===== config.mk =====
export PLATFORM = sky130hd
export DESIGN_NAME = game_ctrl
export DESIGN_NICKNAME = d
export VERILOG_FILES = /design/src/rtl/game_ctrl.sv
export SDC_FILE = /design/constraint.sdc
export NUM_CORES = 1
export LEC_CHECK = 0
export CAP_MARGIN = 20
export CORE_ASPECT_RATIO = 1.1
export CORE_MARGIN = 2
export CORE_UTILIZATION = 50
export CTS_BUF_LIST = sky130_fd_sc_hd__clkbuf_4 sky130_fd_sc_hd__clkbuf_8
export DETAILED_ROUTE_END_ITERATION = 10
export PLACE_DENSITY = 0.83
export SLEW_MARGIN = 30
export SYNTH_ARGS = -nofsm -noshare
export SYNTH_HDL_FRONTEND = slang
export SYNTH_SLANG_ARGS = --single-unit
export TNS_END_PERCENT = 100

===== constraint.sdc =====
create_clock -name clk -period 27.9 [get_ports clk]
set_clock_uncertainty 0.1 [all_clocks]
set_input_delay 5.58 -clock clk [delete_from_list [all_inputs] [get_ports clk]]
set_output_delay 5.58 -clock clk [all_outputs]
set_load 0.02 [all_outputs]

===== src/rtl/game_ctrl.sv =====
// Control FSM for a 3x3 sliding-tile game: accepts one move at a time, commits the
// datapath result, spawns a new tile by scanning for the target blank, then checks win/lose.
module game_ctrl #(
  parameter logic [2:0] WIN_TILE = 3'd7
) (
  input  logic        clk,
  input  logic        rst,
  input  logic        btn_r,
  input  logic        btn_l,
  input  logic        btn_u,
  input  logic        btn_d,
  input  logic        restart,
  input  logic [15:0] rand_count,
  input  logic [26:0] new_grid_in,
  input  logic [3:0]  blank_in,
  input  logic        lose_in,
  output logic [26:0] grid,
  output logic        dir_r,
  output logic        dir_l,
  output logic        dir_u,
  output logic        dir_d,
  output logic        busy,
  output logic        win,
  output logic        game_over,
  output logic [15:0] move_count
);

  localparam int unsigned CELL_W = 3;
  localparam int unsigned CELLS  = 9;
  localparam int unsigned GRID_W = CELL_W * CELLS;
  localparam int unsigned CNT_W  = 16;
  localparam int unsigned IDX_W  = 4;

  typedef enum logic [2:0] {
    S_INIT1, S_INIT2, S_IDLE, S_MOVE, S_SCAN, S_CHECK, S_OVER
  } state_t;

  typedef enum logic [1:0] {
    SRC_INIT1, SRC_INIT2, SRC_MOVE
  } src_t;

  state_t             r_state, r_state_nxt;
  src_t               r_src, r_src_nxt;
  logic [GRID_W-1:0]  r_grid, r_grid_nxt;
  logic [3:0]         r_dir, r_dir_nxt;
  logic               r_busy, r_busy_nxt;
  logic               r_win, r_win_nxt;
  logic               r_over, r_over_nxt;
  logic [CNT_W-1:0]   r_moves, r_moves_nxt;
  logic [IDX_W-1:0]   r_target, r_target_nxt;
  logic [CELL_W-1:0]  r_val, r_val_nxt;
  logic [IDX_W-1:0]   r_idx, r_idx_nxt;
  logic [IDX_W-1:0]   r_seen, r_seen_nxt;

  logic [3:0]         w_btn;
  logic               w_one_btn;
  logic [CELL_W-1:0]  w_spawn_val;
  logic [7:0]         w_div;
  logic [IDX_W-1:0]   w_tgt_move;
  logic [IDX_W-1:0]   w_tgt_init1;
  logic [IDX_W-1:0]   w_tgt_init2;
  logic [CELL_W-1:0]  w_cell;
  logic               w_has_win;
  logic               w_scan_done;
  logic               w_unused_rand;

  assign w_btn         = {btn_r, btn_l, btn_u, btn_d};
  assign w_one_btn     = $onehot(w_btn);
  assign w_spawn_val   = (rand_count[11:8] == 4'd0) ? 3'd2 : 3'd1;
  assign w_div         = (blank_in == 4'd0) ? 8'd1 : {4'd0, blank_in};
  assign w_tgt_move    = IDX_W'(rand_count[7:0] % w_div);
  assign w_tgt_init1   = IDX_W'(rand_count[7:0] % 8'd9);
  assign w_tgt_init2   = IDX_W'(rand_count[7:0] % 8'd8);
  assign w_unused_rand = ^rand_count[15:12];

  // Cell under the scan pointer and win-tile detection on the registered board
  always_comb begin
    w_cell    = '0;
    w_has_win = 1'b0;
    for (int k = 0; k < CELLS; k++) begin
      if (r_idx == IDX_W'(k)) w_cell = r_grid[CELL_W*k +: CELL_W];
      if (r_grid[CELL_W*k +: CELL_W] == WIN_TILE) w_has_win = 1'b1;
    end
  end

  always_comb begin
    r_state_nxt  = r_state;
    r_src_nxt    = r_src;
    r_grid_nxt   = r_grid;
    r_dir_nxt    = 4'd0;
    r_win_nxt    = r_win;
    r_over_nxt   = r_over;
    r_moves_nxt  = r_moves;
    r_target_nxt = r_target;
    r_val_nxt    = r_val;
    r_idx_nxt    = r_idx;
    r_seen_nxt   = r_seen;
    w_scan_done  = 1'b0;

    case (r_state)
      S_INIT1: begin
        r_target_nxt = w_tgt_init1;
        r_val_nxt    = w_spawn_val;
        r_idx_nxt    = '0;
        r_seen_nxt   = '0;
        r_src_nxt    = SRC_INIT1;
        r_state_nxt  = S_SCAN;
      end
      S_INIT2: begin
        r_target_nxt = w_tgt_init2;
        r_val_nxt    = w_spawn_val;
        r_idx_nxt    = '0;
        r_seen_nxt   = '0;
        r_src_nxt    = SRC_INIT2;
        r_state_nxt  = S_SCAN;
      end
      S_IDLE: begin
        if (restart) begin
          r_grid_nxt  = '0;
          r_win_nxt   = 1'b0;
          r_over_nxt  = 1'b0;
          r_moves_nxt = '0;
          r_state_nxt = S_INIT1;
        end else if (w_one_btn) begin
          r_dir_nxt   = w_btn;
          r_state_nxt = S_MOVE;
        end
      end
      S_MOVE: begin
        if (new_grid_in == r_grid) begin
          r_state_nxt = S_IDLE;
        end else begin
          r_grid_nxt   = new_grid_in;
          r_moves_nxt  = (r_moves == '1) ? r_moves : r_moves + CNT_W'(1);
          r_target_nxt = w_tgt_move;
          r_val_nxt    = w_spawn_val;
          r_idx_nxt    = '0;
          r_seen_nxt   = '0;
          r_src_nxt    = SRC_MOVE;
          r_state_nxt  = (blank_in == 4'd0) ? S_CHECK : S_SCAN;
        end
      end
      S_SCAN: begin
        // Place the spawn tile in the target-th blank cell, scanning cell 0 upward
        if (w_cell == '0) begin
          if (r_seen == r_target) begin
            for (int k = 0; k < CELLS; k++) begin
              if (r_idx == IDX_W'(k)) r_grid_nxt[CELL_W*k +: CELL_W] = r_val;
            end
            w_scan_done = 1'b1;
          end else begin
            r_seen_nxt = r_seen + IDX_W'(1);
          end
        end
        if (r_idx == IDX_W'(CELLS - 1)) w_scan_done = 1'b1;
        else                            r_idx_nxt   = r_idx + IDX_W'(1);
        if (w_scan_done) begin
          case (r_src)
            SRC_INIT1: r_state_nxt = S_INIT2;
            SRC_INIT2: r_state_nxt = S_IDLE;
            default:   r_state_nxt = S_CHECK;
          endcase
        end
      end
      S_CHECK: begin
        if (w_has_win) begin
          r_win_nxt   = 1'b1;
          r_state_nxt = S_OVER;
        end else if (lose_in) begin
          r_over_nxt  = 1'b1;
          r_state_nxt = S_OVER;
        end else begin
          r_state_nxt = S_IDLE;
        end
      end
      S_OVER: begin
        if (restart) begin
          r_grid_nxt  = '0;
          r_win_nxt   = 1'b0;
          r_over_nxt  = 1'b0;
          r_moves_nxt = '0;
          r_state_nxt = S_INIT1;
        end
      end
      default: r_state_nxt = S_INIT1;
    endcase

    r_busy_nxt = !((r_state_nxt == S_IDLE) || (r_state_nxt == S_OVER));
  end

  always_ff @(posedge clk or posedge rst) begin
    if (rst) begin
      r_state  <= S_INIT1;
      r_src    <= SRC_INIT1;
      r_grid   <= '0;
      r_dir    <= 4'd0;
      r_busy   <= 1'b1;
      r_win    <= 1'b0;
      r_over   <= 1'b0;
      r_moves  <= '0;
      r_target <= '0;
      r_val    <= '0;
      r_idx    <= '0;
      r_seen   <= '0;
    end else begin
      r_state  <= r_state_nxt;
      r_src    <= r_src_nxt;
      r_grid   <= r_grid_nxt;
      r_dir    <= r_dir_nxt;
      r_busy   <= r_busy_nxt;
      r_win    <= r_win_nxt;
      r_over   <= r_over_nxt;
      r_moves  <= r_moves_nxt;
      r_target <= r_target_nxt;
      r_val    <= r_val_nxt;
      r_idx    <= r_idx_nxt;
      r_seen   <= r_seen_nxt;
    end
  end

  assign grid       = r_grid;
  assign dir_r      = r_dir[3];
  assign dir_l      = r_dir[2];
  assign dir_u      = r_dir[1];
  assign dir_d      = r_dir[0];
  assign busy       = r_busy;
  assign win        = r_win;
  assign game_over  = r_over;
  assign move_count = r_moves;

endmodule


==> metrics list <==
- DP Cell Count: 843
* Worst slack after detailed placement: 9.69 ns
* Synthesis warning total: 0
* Remaining number of nets flagged by the antenna check after routing: 0
- The congestion estimate from routability-driven global placement came to 0.861.
* Root buffer cell: clkbuf_8
- Sequential element share of the synthesized area: between 30% and 40%
* GR Util met1: a little under a third
* Insertion delay to the later sink of the worst-skew pair: 0.34 ns
- Routed wire per std cell: 15.8 um
* Die outline width: 102 um
- In this run, synthesis inferred 0 flip-flops with an integrated enable.
* Number of iterations in the first detailed-routing pass: 5
- In the post-route analysis, the smallest setup slack over all paths is 9.85 ns.
- The kind of cell with the highest combined delay along the critical path is compound AO/OA/AOI/OAI gates.
- Register area: ~0.0017 mm^2
* Minimum clock period after layout: 18.05 ns
- Excluding fillers, the count of instances in the completed layout stands at 860.
- Hold buffers post-CTS: 0
* Setup TNS: 0 ns
- Area growth, synth to finish: 25.6%
- STA classifies the critical path startpoint as an input port.
* Number of diodes added for antenna fixing: 0
* Post-synthesis area per instance: roughly 8.5 um^2
- For this design, the sink count on the clock tree is 69.
* Final nets: 804
* Io pins: about 110
- Buffer and inverter count on the worst path: 2
* Worst endpoint data arrival time: 18.23 ns
- After detailed routing, the total wire length is 13600 um.
* Period Utilization, post-route: 64.7%
- Count of unique library cells instantiated by Yosys: 65
- Leakage power summed over all cells: approximately 2.8 nW
- Overall via count from detail_route: 4954
- For this run, asynchronously set or reset flops after synthesis account for 100%.
- In this run, synthesis produced a sequential element count of 69.
* # port buffers: 100
- Of all nets on the critical path, the largest fanout is 7.
- Max-capacitance violation count: 0
* Largest buffer count on any clock path: 2
* Gate Count Post-Synth: 617
- Of the post-synthesis cell area, the dominant cell type holds 32.5%.
* Final hold violation count: 0
* Die span in y: 111 um
- Cell area after synthesis: 0.00523 mm^2
* Worst setup slack for register-to-register paths: 14.77 ns
- IR analysis of the VDD net gives a maximum drop of 0.0866 mV.
- STA classifies the critical path endpoint as a flop.
- The H-tree was split into 3 levels.
* Commonest non-fill, non-tap cells in the layout: 100 x clkdlybuf4s50_1, 74 x nor2_1, 68 x dfrtp_1, 60 x a21oi_1, 47 x nand2_1
* Number of global-route vias before repair: 5052
- In the final layout, the multi-input gates occupy 0.00330 mm^2.
- Measured against its own limit, the worst slew margin works out to between 50% and 60%.
- Initial DRC count: 310
* Unrepaired setup endpoints after global routing: false
- Setup violations remaining at the end of the flow were counted as 0.
- Worst hold path type: flop to flop
* GR met3 Demand/Resource: 5.04%
- Leading cell type in the layout, fill and taps excluded: clkdlybuf4s50_1
- The largest total area in the synthesized netlist belongs to dfrtp_1.
* Number of placement rows: 39
- The largest single stage delay on the critical path is approximately 0.56 ns.
- Die area: between 0.01 and 0.015 mm^2
- Number of gates resized after cts: 0
- Number of buffers inserted to repair setup after CTS: 0
- Core footprint: 0.0103 mm^2
* Final Max Tran Viols: 0
- Ranked by total cell area, the synthesized netlist is headed by dfrtp_1 33%, ha_1 8.4%, a21oi_1 5.7%.
- Initial antenna violation count: 0
- TritonCTS built the clock tree.
- Critical path data required time: 28.08 ns
* Flip-flop cell with the highest count after synthesis: dfrtp_1
- Layout cell share with drive strength beyond 1: 5.58%
- The flow ran to the end, and the final reports show no timing, DRC or antenna violations.
- Counting every net in the synthesized netlist gives 709.
* Type of the setup path with the least slack: input port to flop
* Worst-path clk slew: 0.07 ns
- In this run the power density over the cells is ~90 mW/mm^2.
* Worst Max-Slew Pin Slew: 0.639 ns
* Met2 Resource Use GR: 42.4%
- Global routing usage summed across all routing layers: about a quarter
* HPWL after detailed placement: about 10000 um
- Among all stages on the critical path, the largest delay is contributed by clkdlybuf4s50_1.
* First-pass GRT wire length: 22800 um
* DRC errors left: 0
- Initial cell density of the core: 50.8%
* Fill cell total of the finished layout: ~860
- Layer carrying the most global-route usage: met2
- Final global-route overflow total: 0
- TritonCTS created 9 clock buffers.
- Entering global routing, the biggest net connects 70 pins.
- Post-route worst hold slack: 0.408 ns
- Based on the critical path, the design can be clocked at up to 55.4 MHz.
* Vias per cell: 5.76
-- Yosys cell counts (3+ instances only) --
master / count
ha_1: 35
xor2_1: 28
o21a_1: 15
nand3_1: 24
or3_1: 3
and3_1: 5
buf_6: 3
inv_1: 27
xnor2_1: 27
nor3b_1: 4
clkbuf_1: 14
nor2b_1: 11
dfrtp_1: 68
and2_1: 5
a21oi_1: 60
o22ai_1: 3
o21ai_0: 29
nand2_1: 47
nor4_1: 10
or2_2: 3
nand4_1: 16
o21ai_1: 3
a21o_1: 8
mux2i_1: 11
nor2_1: 74
nand2b_1: 8
nor3_1: 21
mux2_2: 4
buf_1: 3
a22o_1: 3
-- where the power goes --
| group | internal, mW | leakage [nW] | switching [mW] |
|---|---|---|---|
| Sequential | 0.132 | 0.876 | 0.0455 |
| Clock | 0.0489 | 0.109 | 0.0358 |
| Combinational | 0.142 | 1.84 | 0.187 |
| Total | 0.323 | 2.83 | 0.268 |
-- logic make-up after synthesis --
family / count (synthesis) / share of synthesized area (%)
simple gates: 247 / 23.8
buf+inv: 47 / 3.80
mux: 15 / 2.97
flops: 69 / 33.0
fa+ha+maj: 37 / 9.14
xor+xnor: 55 / 9.21
compound gates: 147 / 18.0
-- metal layers --
| layer | vias to the layer above | wire length [um] |
|---|---|---|
| li1 | 2393 | - |
| met1 | 2364 | 5600 |
| met2 | 169 | 6960 |
| met3 | 28 | 711 |
| met4 | 0 | 325 |
| met5 | - | 0 |
-- cell type report --
class	count	share of cell area, %
Clock inverter	1	0.457
Inverter	27	1.54
Multi-Input combinational cell	501	50.3
Tap cell	143	2.72
Sequential cell	69	26.3
Timing Repair Buffer	104	16.0
Clock buffer	15	2.67
-- metrics by stage --
stage | power, mW | instance area [um^2] | utilization (%)
after CTS | 0.590 | 6540 | 63.5
after global routing | 0.640 | 6570 | 63.8
after floorplan | 0.400 | 5230 | -
final | 0.591 | 6570 | 63.8
after detailed placement | 0.504 | 6330 | 61.5
after global placement | 0.491 | 6330 | 61.5
-- final timing paths --
kind | startpoint | to | cells past startpoint
worst max register to register | r_state[2] | r_target[2] | 55
worst max-delay path | blank_in[2] | r_target[2] | 56
worst min-delay path | r_val[0] | r_val[0] | 1
worst min register to register | r_val[0] | r_val[0] | 1
min in group asynchronous | rst | grid[5] | 3
max in group asynchronous | rst | busy | 4
-- worst reg2reg max path: cells and delay by family (launching register included) --
kind,cells,cell delay (ns)
AOI/OAI and AO/OA,24,4.93
adders and majority gates,8,2.60
buffers and inverters,1,0.27
DFF,1,0.56
muxes,2,0.36
and+or+nand+nor,20,4.24
-- flip-flops by register name, summed over array words and instances (netlist names) --
name        cells
busy            1
game_over       1
grid           27
move_count     16
r_dir           4
r_idx           4
r_seen          4
r_src           2
r_state         3
r_target        4
r_val           2
win             1
No activity file was read; power rests on OpenSTA's default activity.
